==> src/rtl/mult_pkg.sv <==
// Shared types and constants for the sequential 16x16 multiplier.
// Holds the controller state enum, pass shift table and widths.
package mult_pkg;

  localparam int OP_W   = 16;
  localparam int CORE_W = 8;
  localparam int P_W    = 32;

  typedef enum logic [1:0] {
    IDLE,
    MUL,
    DRAIN,
    DONE
  } state_t;

  localparam logic [4:0] PASS_SHIFT [4] = '{5'd0, 5'd8, 5'd8, 5'd16};

endpackage

==> src/rtl/mult16_seq_ctrl_wallace_8.sv <==
// 8x8 unsigned Wallace-tree multiplier core, purely combinational.
// Ports: a, b (8-bit operands), p (16-bit product).
module wallace_8 (
  input  logic [7:0]  a,
  input  logic [7:0]  b,
  output logic [15:0] p
);

  function automatic logic [15:0] sum3(
    input logic [15:0] x,
    input logic [15:0] y,
    input logic [15:0] z
  );
    return x ^ y ^ z;
  endfunction

  function automatic logic [15:0] car3(
    input logic [15:0] x,
    input logic [15:0] y,
    input logic [15:0] z
  );
    return ((x & y) | (x & z) | (y & z)) << 1;
  endfunction

  logic [15:0] pp [8];
  logic [15:0] s1a, c1a, s1b, c1b;
  logic [15:0] s2a, c2a, s2b, c2b;
  logic [15:0] s3, c3, s4, c4;

  always_comb begin
    for (int i = 0; i < 8; i++) begin
      pp[i] = {8'b0, a & {8{b[i]}}} << i;
    end
  end

  // 8 rows -> 6 -> 4 -> 3 -> 2, then one carry-propagate add
  always_comb begin
    s1a = sum3(pp[0], pp[1], pp[2]);
    c1a = car3(pp[0], pp[1], pp[2]);
    s1b = sum3(pp[3], pp[4], pp[5]);
    c1b = car3(pp[3], pp[4], pp[5]);
    s2a = sum3(s1a, c1a, s1b);
    c2a = car3(s1a, c1a, s1b);
    s2b = sum3(c1b, pp[6], pp[7]);
    c2b = car3(c1b, pp[6], pp[7]);
    s3  = sum3(s2a, c2a, s2b);
    c3  = car3(s2a, c2a, s2b);
    s4  = sum3(s3, c3, c2b);
    c4  = car3(s3, c3, c2b);
    p   = s4 + c4;
  end

endmodule

==> src/rtl/mult16_seq_ctrl.sv <==
// 16x16 multiplier sequencing one 8x8 core over four passes.
// Ports: in_* operand handshake, out_* product handshake, busy, op_cnt.
module mult16_seq_ctrl
  import mult_pkg::*;
#(
  parameter int ACC_PIPE = 0,
  parameter int CNT_W    = 16
) (
  input  logic             clk,
  input  logic             rst_n,
  input  logic             in_valid,
  output logic             in_ready,
  input  logic [15:0]      in_a,
  input  logic [15:0]      in_b,
  output logic             out_valid,
  input  logic             out_ready,
  output logic [31:0]      out_p,
  output logic             busy,
  output logic [CNT_W-1:0] op_cnt
);

  state_t              state;
  logic [1:0]          pass;
  logic [OP_W-1:0]     a_r;
  logic [OP_W-1:0]     b_r;
  logic [P_W-1:0]      acc;
  logic [CORE_W-1:0]   core_a;
  logic [CORE_W-1:0]   core_b;
  logic [2*CORE_W-1:0] core_p;
  logic [2*CORE_W-1:0] prod_r;
  logic [4:0]          shift_r;
  logic                prod_v;
  logic [P_W-1:0]      term;
  logic [P_W-1:0]      acc_nxt;

  // pass[0] picks the high multiplicand byte, pass[1] the high multiplier byte
  always_comb begin
    core_a = pass[0] ? a_r[15:8] : a_r[7:0];
    core_b = pass[1] ? b_r[15:8] : b_r[7:0];
  end

  wallace_8 u_core (
    .a (core_a),
    .b (core_b),
    .p (core_p)
  );

  always_comb begin
    if (ACC_PIPE != 0) begin
      term = prod_v ? ({16'b0, prod_r} << shift_r) : '0;
    end else begin
      term = {16'b0, core_p} << PASS_SHIFT[pass];
    end
    acc_nxt = acc + term;
  end

  always_ff @(posedge clk) begin
    if (!rst_n) begin
      state     <= IDLE;
      pass      <= '0;
      a_r       <= '0;
      b_r       <= '0;
      acc       <= '0;
      prod_r    <= '0;
      shift_r   <= '0;
      prod_v    <= 1'b0;
      in_ready  <= 1'b0;
      out_valid <= 1'b0;
      out_p     <= '0;
      busy      <= 1'b0;
      op_cnt    <= '0;
    end else begin
      unique case (state)
        IDLE: begin
          if (in_valid && in_ready) begin
            a_r      <= in_a;
            b_r      <= in_b;
            acc      <= '0;
            pass     <= '0;
            prod_v   <= 1'b0;
            in_ready <= 1'b0;
            busy     <= 1'b1;
            state    <= MUL;
          end else begin
            in_ready <= 1'b1;
          end
        end
        MUL: begin
          acc  <= acc_nxt;
          pass <= pass + 2'd1;
          if (ACC_PIPE != 0) begin
            prod_r  <= core_p;
            shift_r <= PASS_SHIFT[pass];
            prod_v  <= 1'b1;
          end
          if (pass == 2'd3) begin
            if (ACC_PIPE != 0) begin
              state <= DRAIN;
            end else begin
              out_p     <= acc_nxt;
              out_valid <= 1'b1;
              state     <= DONE;
            end
          end
        end
        DRAIN: begin
          acc       <= acc_nxt;
          out_p     <= acc_nxt;
          out_valid <= 1'b1;
          prod_v    <= 1'b0;
          state     <= DONE;
        end
        DONE: begin
          if (out_ready) begin
            out_valid <= 1'b0;
            op_cnt    <= op_cnt + 1'b1;
            busy      <= 1'b0;
            in_ready  <= 1'b1;
            state     <= IDLE;
          end
        end
        default: state <= IDLE;
      endcase
    end
  end

endmodule
==> config.mk <==
export PLATFORM = sky130hd
export DESIGN_NAME = mult16_seq_ctrl
export DESIGN_NICKNAME = d
export VERILOG_FILES = /design/src/rtl/mult_pkg.sv /design/src/rtl/mult16_seq_ctrl_wallace_8.sv /design/src/rtl/mult16_seq_ctrl.sv
export SDC_FILE = /design/constraint.sdc
export NUM_CORES = 1
export LEC_CHECK = 0
export CAP_MARGIN = 20
export CORE_ASPECT_RATIO = 0.75
export CORE_UTILIZATION = 30
export CTS_BUF_LIST = sky130_fd_sc_hd__clkbuf_16
export DETAILED_ROUTE_END_ITERATION = 6
export PLACE_DENSITY = 0.51
export SYNTH_ARGS = -nofsm -noshare
export SYNTH_HDL_FRONTEND = slang
export SYNTH_SLANG_ARGS = --single-unit
==> constraint.sdc <==
create_clock -name clk -period 22.4 [get_ports clk]
set_clock_uncertainty 0.15 [all_clocks]
set_input_delay 3.36 -clock clk [delete_from_list [all_inputs] [get_ports clk]]
set_output_delay 3.36 -clock clk [all_outputs]
set_load 0.1 [all_outputs]
-- Word-level counts from Yosys, hierarchy flattened
Index checks and enable logic that the tools add are counted.
- register bits after elaboration: 119
- output and inout bits: 51
- shift-type cells: 1
- multiplexer cells: 23
- $add $sub $neg: 4
- $lt $le $gt $ge: 1
- equal/unequal tests: 7
- bitwise operators: 51
- reductions and logical operators: 17
- operators with widths (kind ; number):
    $and 15x15->15 ; 10
    $or 15x15->15 ; 10
    $pmux 32 s2 ; 2
    $xor 16x16->16 ; 5
    $and 8x8->8 ; 8
    $mux 32 ; 2
    $add 32x32->32 ; 1
    $shl 16x5->32 ; 1
    $add 16x1->16 const B ; 1
    $add 16x16->16 ; 1
    $mux 8 ; 2
    $xor 16x13->16 ; 1
    $xor 16x14->16 ; 1
    $xor 16x15->16 ; 1
    $and 14x15->15 ; 1
    $and 15x14->15 ; 1
    $or 15x10->15 ; 1
    $or 15x13->15 ; 1
    $and 11x13->13 ; 1
    $and 12x13->13 ; 1
    $xor 12x13->13 ; 1
    $and 11x12->12 ; 1
    $reduce_and 2->1 ; 6
    $xor 11x12->12 ; 1
    25 further kinds ; 43

-- Longest topological paths before layout
- depth in word-level cells: 19
- mapped depth: 30
- depth with buffers taken out: 28

-- By module
Synthesis repeated with hierarchy kept, for this count alone.
- cells, all modules: 1050
- area, all modules: 8604.5 um^2
- by module, submodules not included (module ; cells an instance ; area each (um^2) ; instances):
    mult16_seq_ctrl ; 849 ; 6772.7 ; 1
    wallace_8 ; 201 ; 1831.8 ; 1

-- Least setup slack after synthesis
OpenSTA, ideal clock, no wires.
- path kind: flip-flop to flip-flop
- start point: register pass[1]
- end point: register acc[24]
- period minus slack after synthesis: 7065 ps
- buffers on the path: 1
- data required time: 22133 ps
- cell stages (with the launch flop): 26
- setup time: 117 ps
- data arrival time: 6798 ps
- slack: 15335 ps
- path through: dfxtp_1 > clkbuf_1 > mux2i_1 > nor2_1 > fa_1 > inv_1 > fa_1 > fa_1 > fa_1 > inv_1 > ha_1 > a21oi_1 > o21bai_1 > a21oi_1 > o21bai_1 > a21o_1 > nor4b_1 > a311o_1 > ha_1 > and3_2 > and2_1 > a221o_1 > a41oi_2 > nor3_2 > or3_1 > a32o_1
- longest elaborated chain between the ends: 18
- elaborated cells on any way between the ends: 59
- RTL lines (item ; RTL line ; RTL):
    start: declaration ; mult16_seq_ctrl.sv:23 ; logic [1:0] pass;
    start signal: assignment ; mult16_seq_ctrl.sv:90 ; pass <= pass + 2'd1;
    $mux 8 ; mult16_seq_ctrl.sv:39 ; core_b = pass[1] ? b_r[15:8] : b_r[7:0];
    $and 8x8->8 ; mult16_seq_ctrl_wallace_8.sv:32 ; pp[i] = {8'b0, a & {8{b[i]}}} << i;
    $and 8x9->9 / $and 8x10->10 (equally long branches) ; mult16_seq_ctrl_wallace_8.sv:22 ; return ((x & y) | (x & z) | (y & z)) << 1;
    $or 15x15->15 ; mult16_seq_ctrl_wallace_8.sv:22 ;
    $or 15x10->15 ; mult16_seq_ctrl_wallace_8.sv:22 ;
    $and 15x15->15 ; mult16_seq_ctrl_wallace_8.sv:22 ;
    $or 15x15->15 (2 in series) ; mult16_seq_ctrl_wallace_8.sv:22 ;
    $and 15x15->15 ; mult16_seq_ctrl_wallace_8.sv:22 ;
    $or 15x15->15 (2 in series) ; mult16_seq_ctrl_wallace_8.sv:22 ;
    $and 15x15->15 ; mult16_seq_ctrl_wallace_8.sv:22 ;
    $or 15x15->15 (2 in series) ; mult16_seq_ctrl_wallace_8.sv:22 ;
    $add 16x16->16 ; mult16_seq_ctrl_wallace_8.sv:50 ; p = s4 + c4;
    $shl 16x5->32 * ; mult16_seq_ctrl.sv:52 ; term = {16'b0, core_p} << PASS_SHIFT[pass];
    $add 32x32->32 * ; mult16_seq_ctrl.sv:54 ; acc_nxt = acc + term;
    $pmux 32 s2 * ; mult16_seq_ctrl.sv:73 ; unique case (state)
    end signal: assignment ; mult16_seq_ctrl.sv:89 ; acc <= acc_nxt;
    end signal: assignment ; mult16_seq_ctrl.sv:107 ; acc <= acc_nxt;
    end: declaration ; mult16_seq_ctrl.sv:26 ; logic [P_W-1:0] acc;
Every way passes the cells marked *; elsewhere a longest branch is shown, timed or not. The select of a mux whose other input is x is not followed.
A chain may end at the register's enable or synchronous reset.

-- Worst setup path after layout
- start point: register pass[1]
- end point: register acc[30]
The elaborated chain is that of the path after synthesis.

==> flow_summary.json <==
{
  "status": "complete, no violations",
  "htreeDepth": 4,
  "path_buf_inv": 2,
  "postCtsSetupBuffers": 0,
  "n_antenna_cell": 0,
  "drc": 0,
  "setup.worst_path.start": "pass[1]",
  "r2r_cells": 26,
  "hold_violations": 0,
  "cp.depth": 26,
  "clock_path_buffers": 2,
  "cp_slowest_stage_delay_ns": 0.73,
  "stdcell_count": 1523,
  "io_buffers": 86,
  "synth-main-ff-cell": "dfxtp_1",
  "post_drt_wl_per_cell_um": 15.8,
  "pin_count": 87,
  "setup_violations": 0,
  "syn_avg_cell_area_sq_um": 7.91,
  "timing.slew.headroom": 0.303,
  "clockRootBuffer": "clkbuf_16",
  "ir_drop_uv": 59.1,
  "critical_path.top_delay_family": "adder cells",
  "gr-total-overflow": 0,
  "syn_area_sq_um": 8480,
  "antenna_found_initial": 1,
  "synth.top_cells.by_area": "dfxtp_1, fa_1, ha_1",
  "ys_types": 64,
  "place_area_sq_um": 9660,
  "cts_tree": "built",
  "die_h_um": 148,
  "vias": 7627,
  "cellPowerDensity_nw_per_um2": 74.4,
  "cts.sinks": 119,
  "finalCritPeriodShare": 0.349,
  "synthesis.nets": 1210,
  "dr.pass1.iters": 5,
  "dieArea_sq_um": 28900,
  "drt_iter0_markers": 588,
  "arrival_ns": 8.03,
  "start_util": 0.309,
  "rows": 52,
  "yosys.cell_count.top_type": "nand2_1",
  "worst_ep_required_time_ns": 22.62,
  "dp.cells": 1491,
  "clk_pin_slew_worst_paths_ns": 0.06,
  "grt_use_total": 0.174,
  "drive_above_1_share": 0.0550,
  "grt_pass1_wl_um": 39300,
  "yosysWarnings": 0,
  "ant_nets": 0,
  "cp-end-kind": "register",
  "clkLatencyLatePin_ns": 0.43,
  "tightest_slew_ns": 1.04,
  "synth_edf_count": 0,
  "finalNetCount": 1270,
  "crit_end": "acc[30]",
  "synth-seq-cells": 119,
  "synth_seq_area_share": 0.281,
  "grt_max_degree": 91,
  "synth_top_area_frac": 0.281,
  "cts_resized": 0,
  "r2r_end": "acc[30]",
  "cts_buffers": 17,
  "synth_common_cells": "nand2_1, nor2_1, dfxtp_1, a21oi_1",
  "r2r_slack_ns": 14.59,
  "die_w_um": 196,
  "area_growth_pct": 20.8,
  "fin_crit_ns": 7.81,
  "slew_viol_final": 0,
  "cp_slowest_cell": "mux2i_1",
  "drv_cap": 0,
  "netlist_instances": 1072,
  "crit_type": "reg -> reg",
  "rsz0062_at_grt": "no",
  "totalWireLength_um": 24100,
  "crit_fanout": 12,
  "fmax_ghz": 0.128,
  "synth-async-reset-ratio": 0,
  "core_sq_um": 27400,
  "hold_buffers": 0,
  "hold_path_class": "reg -> reg",
  "p_leak_uw": 0.00414,
  "synth_top_area_cell": "dfxtp_1",
  "via_per_inst": 5.01,
  "grt_pass1_vias": 7276,
  "setup-tns-final_ns": 0,
  "cp-start-kind": "register",
  "post-route-cell-area_sq_um": 10200,
  "r2r-start": "pass[1]",
  "place.gp.congestion": 0.946,
  "post-dp-hpwl_um": 18300
}
final cells by class:
type	instances	area, sq um
multi-input combinational	839	5660
clock inverter	15	153
timing repair buffer	93	913
clock buffer	17	425
tap	378	473
inverter	62	233
sequential	119	2380
fill	2880	17200
worst min-delay path by stage:
stage,startpoint,endpoint,slack (ns),cells past startpoint
2_1_floorplan,acc[18],acc[18],0.28,2
3_3_place_gp,out_p[3],out_p[3],0.30,2
3_5_place_dp,out_p[8],out_p[8],0.30,2
4_1_cts,out_p[8],out_p[8],0.31,2
5_1_grt,out_p[27],out_p[27],0.33,2
6_report,out_p[8],out_p[8],0.30,2
layout by cell type (no fill, tap or decap), drive strengths merged, types with 24 or more instances in the layout:
cell type and count:
nand3 33, inv 65, ha 62, clkdlybuf4s50 86, a21oi 98, dfxtp 119
nand2 167, mux2i 24, nor2 130, fa 40, o21ai 40
worst register-to-register path, delay by kind of cell, from the launching register on:
kind                     cells  cell delay, ns
AO/OA/AOI/OAI                8            1.84
buffers and inverters        2            0.09
adder cells (fa/ha/maj)      6            2.83
XOR/XNOR                     1            0.22
AND/OR/NAND/NOR              8            1.20
multiplexers                 1            0.73
flip-flops                   1            0.68
cell families after synthesis:
group | synth area share
simple gates | 0.221
mux | 0.0350
buf+inv | 0.0517
fa+ha+maj | 0.186
xor+xnor | 0.0413
flops | 0.281
compound gates | 0.184
sequential cells by signal, summed over array words and instances, names as in the netlist:
register	flops
a_r	16
acc	32
b_r	16
busy	1
in_ready	1
op_cnt	16
out_p	32
out_valid	1
pass	2
state	2
power by group:
group	leakage, uW	total (uW)	internal [uW]	switching [uW]
logic	0.00289	247	65.8	182
registers	0.000962	243	228	14.8
clock network	0.000285	272	164	108
layer usage:
layer / routed length (um) / share of wire / vias to the layer above / GRT usage
met5: 0 / 0 / - / 0
met4: 188 / 0.0078 / 0 / 0.0418
met3: 1720 / 0.071 / 16 / 0.0550
met2: 9570 / 0.40 / 226 / 0.238
met1: 12700 / 0.52 / 3568 / 0.258
li1: - / - / 3817 / -
stage by stage:
| stage | power, uW | utilization | hold WS (ns) | worst slack, ns |
|---|---|---|---|---|
| after floorplan | 416 | - | 0.282 | 15.33 |
| after global placement | 493 | 0.353 | 0.295 | 14.72 |
| after detailed placement | 494 | 0.353 | 0.298 | 14.59 |
| after CTS | 770 | 0.374 | 0.307 | 14.58 |
| after global routing | 805 | 0.374 | 0.331 | 14.01 |
| final | 762 | 0.374 | 0.304 | 14.59 |
Note: power is estimated with default switching activity, not from simulation.
==> RTL edit: new RTL, same settings <==
Change the parameter `CNT_W` from 16 to 32.
--- a/src/rtl/mult16_seq_ctrl.sv
+++ b/src/rtl/mult16_seq_ctrl.sv
@@ -4,7 +4,7 @@
   import mult_pkg::*;
 #(
   parameter int ACC_PIPE = 0,
-  parameter int CNT_W    = 16
+  parameter int CNT_W    = 32
 ) (
   input  logic             clk,
   input  logic             rst_n,
Ports: changed (resized op_cnt); port bits go from 87 to 103. The function was not compared with the original's and may differ.
==> RTL edit against the original RTL <==
Count of clock-buffer cells in the layout unchanged; combinational power decreased by 6%; core utilization increased by 0.20 points; die area increased by 7.1%; worst setup slack got worse by 55 ps; sequential cell count increased by 16; routed wire length increased by 3.0%; total power increased by 3.4%; cell area increased by 8.1%; area after synthesis increased by 7.2%; cell count increased by 4.5%.
==> RTL edit: results (changes against the original RTL) <==
Parameter                              Value

Route
  Drt total wl ... 24900 um (+3.0%)
  Drt initial violations ... 470 (-20%)
  Mean routed wirelength per cell ... 15.6 um (-1.4%)
  DR vias ... 7877 (+3.3%)
  Detailed-router iteration count before antenna repair ... 5 (unchanged)

Setup path
  Crit-path max cell delay ... 730 ps (about the same)
  Highest-delay cell along the critical path ... sky130_fd_sc_hd__dfxtp_1
  Data arrival time of the critical path ... 8030 ps (about the same)
  Crit path max-delay family ... adder cells
  Largest fanout on the critical path ... 13 (+1)
  Worst-case reg-to-reg path depth ... 27 (+3.8%)

Logic synthesis
  Top post-synthesis cells by area ... sky130_fd_sc_hd__dfxtp_1, sky130_fd_sc_hd__fa_1, sky130_fd_sc_hd__ha_1
  Post-Synthesis Net Count ... 1240 (+2.5%)
  Ys flop type ... sky130_fd_sc_hd__dfxtp_1
  Number of enable-type register cells in the synthesized netlist ... 0 (unchanged)
  Part of the Yosys area used for sequential elements ... 29.7% (+1.6 points)
  Syn_area_per_cell ... 8.24 um2 (+4.3%)
  Yosys warns ... 0 (unchanged)
  Ys async rst share ... 0% (unchanged)
  Count of distinct cell types in the synthesized netlist ... 75 (+17%)
  Synth cell count leaders ... sky130_fd_sc_hd__nand2_1, sky130_fd_sc_hd__nor2_1, sky130_fd_sc_hd__dfxtp_1

Cells and area
  Number of inserted filler cells in the final layout ... 3065 (+6.4%)
  Share of layout cells above drive strength 1 ... 6.92% (+1.4 points)
  Sequential cell area ... 0.00270 mm2 (+13%)
  ANT cells ... 0 (unchanged)
  Regs by FF count ... acc (32), op_cnt (32), out_p (32)
  Final net count ... 1325 (+4.3%)

Placed design
  Number of buffers added on ports ... 102 (+19%)
  Final HPWL from detailed placement ... 19400 um (+5.7%)
  Placed Instance Area ... 0.0105 mm2 (+8.5%)
  Final weighted congestion in routability-driven placement ... 0.909 (-3.9%)
  Placed insts ... 1560 (+4.6%)

Timing
  Final WS setup ... 14530 ps (-54.9 ps)
  Count of final max-slew check failures ... 0 (unchanged)
  Slew HR ... 29.7% (-0.62 points)

Power and ir drop
  Leakage Power ... 4.33 nW (+4.5%)
  Worst supply voltage drop on vdd ... 0.0451 mV (-24%)

Global routing
  Initial antenna violation count ... 0 (-1)
  Largest net degree at the start of global routing ... 82 (-9.9%)
  Vias in the first global route ... 7193 (-1.1%)
  Overall Global Routing Usage ... 16.0% (-1.3 points)
  Wire length of the first global-routing pass ... 39500 um (+0.63%)

Clocking
  Cell chosen for the clock root ... sky130_fd_sc_hd__clkbuf_16
  Number of setup buffers added after CTS ... 0 (unchanged)
  TritonCTS Buffers ... 17 (unchanged)
  Number of H-tree levels ... 4 (unchanged)
  Number of gates resized after cts ... 0 (unchanged)
  Clock latency on the worst-skew pair ... 430 ps (about the same)
  Clock-pin transition on the worst setup and hold timing paths ... 70 ps
  Maximum root-to-sink buffer count ... 2 (unchanged)

Status
  Run status ... finished, final reports clean

Worst hold path
  Worst hold path cell count ... 2 (unchanged)
  Type of the tightest min-delay check ... reg -> reg

Floorplan
  Core Footprint ... 0.0295 mm2 (+7.5%)
[RTL edit: changes by cell type after synthesis, sizes merged, moves of 8 or more]
| cell | unedited run | this run |
|---|---|---|
| nand2 | 167 | 156 |
| a21oi | 98 | 85 |
| nor2 | 130 | 153 |
| clkbuf | 44 | 36 |
| dfxtp | 119 | 135 |
| xor2 | 20 | 35 |
[RTL edit: final cells by class]
cell class / count / share of cell area (%)
flip-flops and latches: 135 / 24.4
well taps: 392 / 4.43
repair buffers: 109 / 9.76
inverters: 59 / 2.01
clock inverters: 15 / 1.45
multi-input cells: 865 / 54.1
clock buffers: 17 / 3.84
[RTL edit: worst paths after layout]
path / from / slack, ps / endpoint
worst min register to register: out_p[7] / 310 / out_p[7]
worst max-delay path: pass[1] / 14530 / acc[30]
worst max register to register: pass[1] / 14530 / acc[30]
worst min-delay path: out_p[7] / 310 / out_p[7]
[RTL edit: power breakdown]
group	internal, mW	total (mW)	switching (mW)
registers	0.256	0.270	0.0142
clock network	0.158	0.287	0.129
logic	0.0666	0.231	0.164
[RTL edit: cells by family (layout without fill, tap and decap cells)]
| group | Yosys count | in the layout | share of synthesized area [%] |
|---|---|---|---|
| simple gates | 441 | 441 | 22.0 |
| compound gates | 224 | 224 | 16.5 |
| flops | 135 | 135 | 29.7 |
| fa+ha+maj | 102 | 102 | 17.4 |
| buf+inv | 102 | 200 | 4.39 |
| xor+xnor | 62 | 62 | 5.98 |
| mux | 36 | 36 | 4.05 |
[RTL edit: routing by layer]
layer  vias up  track usage, %  share of wire (%)
li1       3940               -                  -
met1      3759            24.6                 53
met2       167            22.7                 41
met3        11            3.29                5.1
met4         0            3.19               0.66
met5         -               0                  0
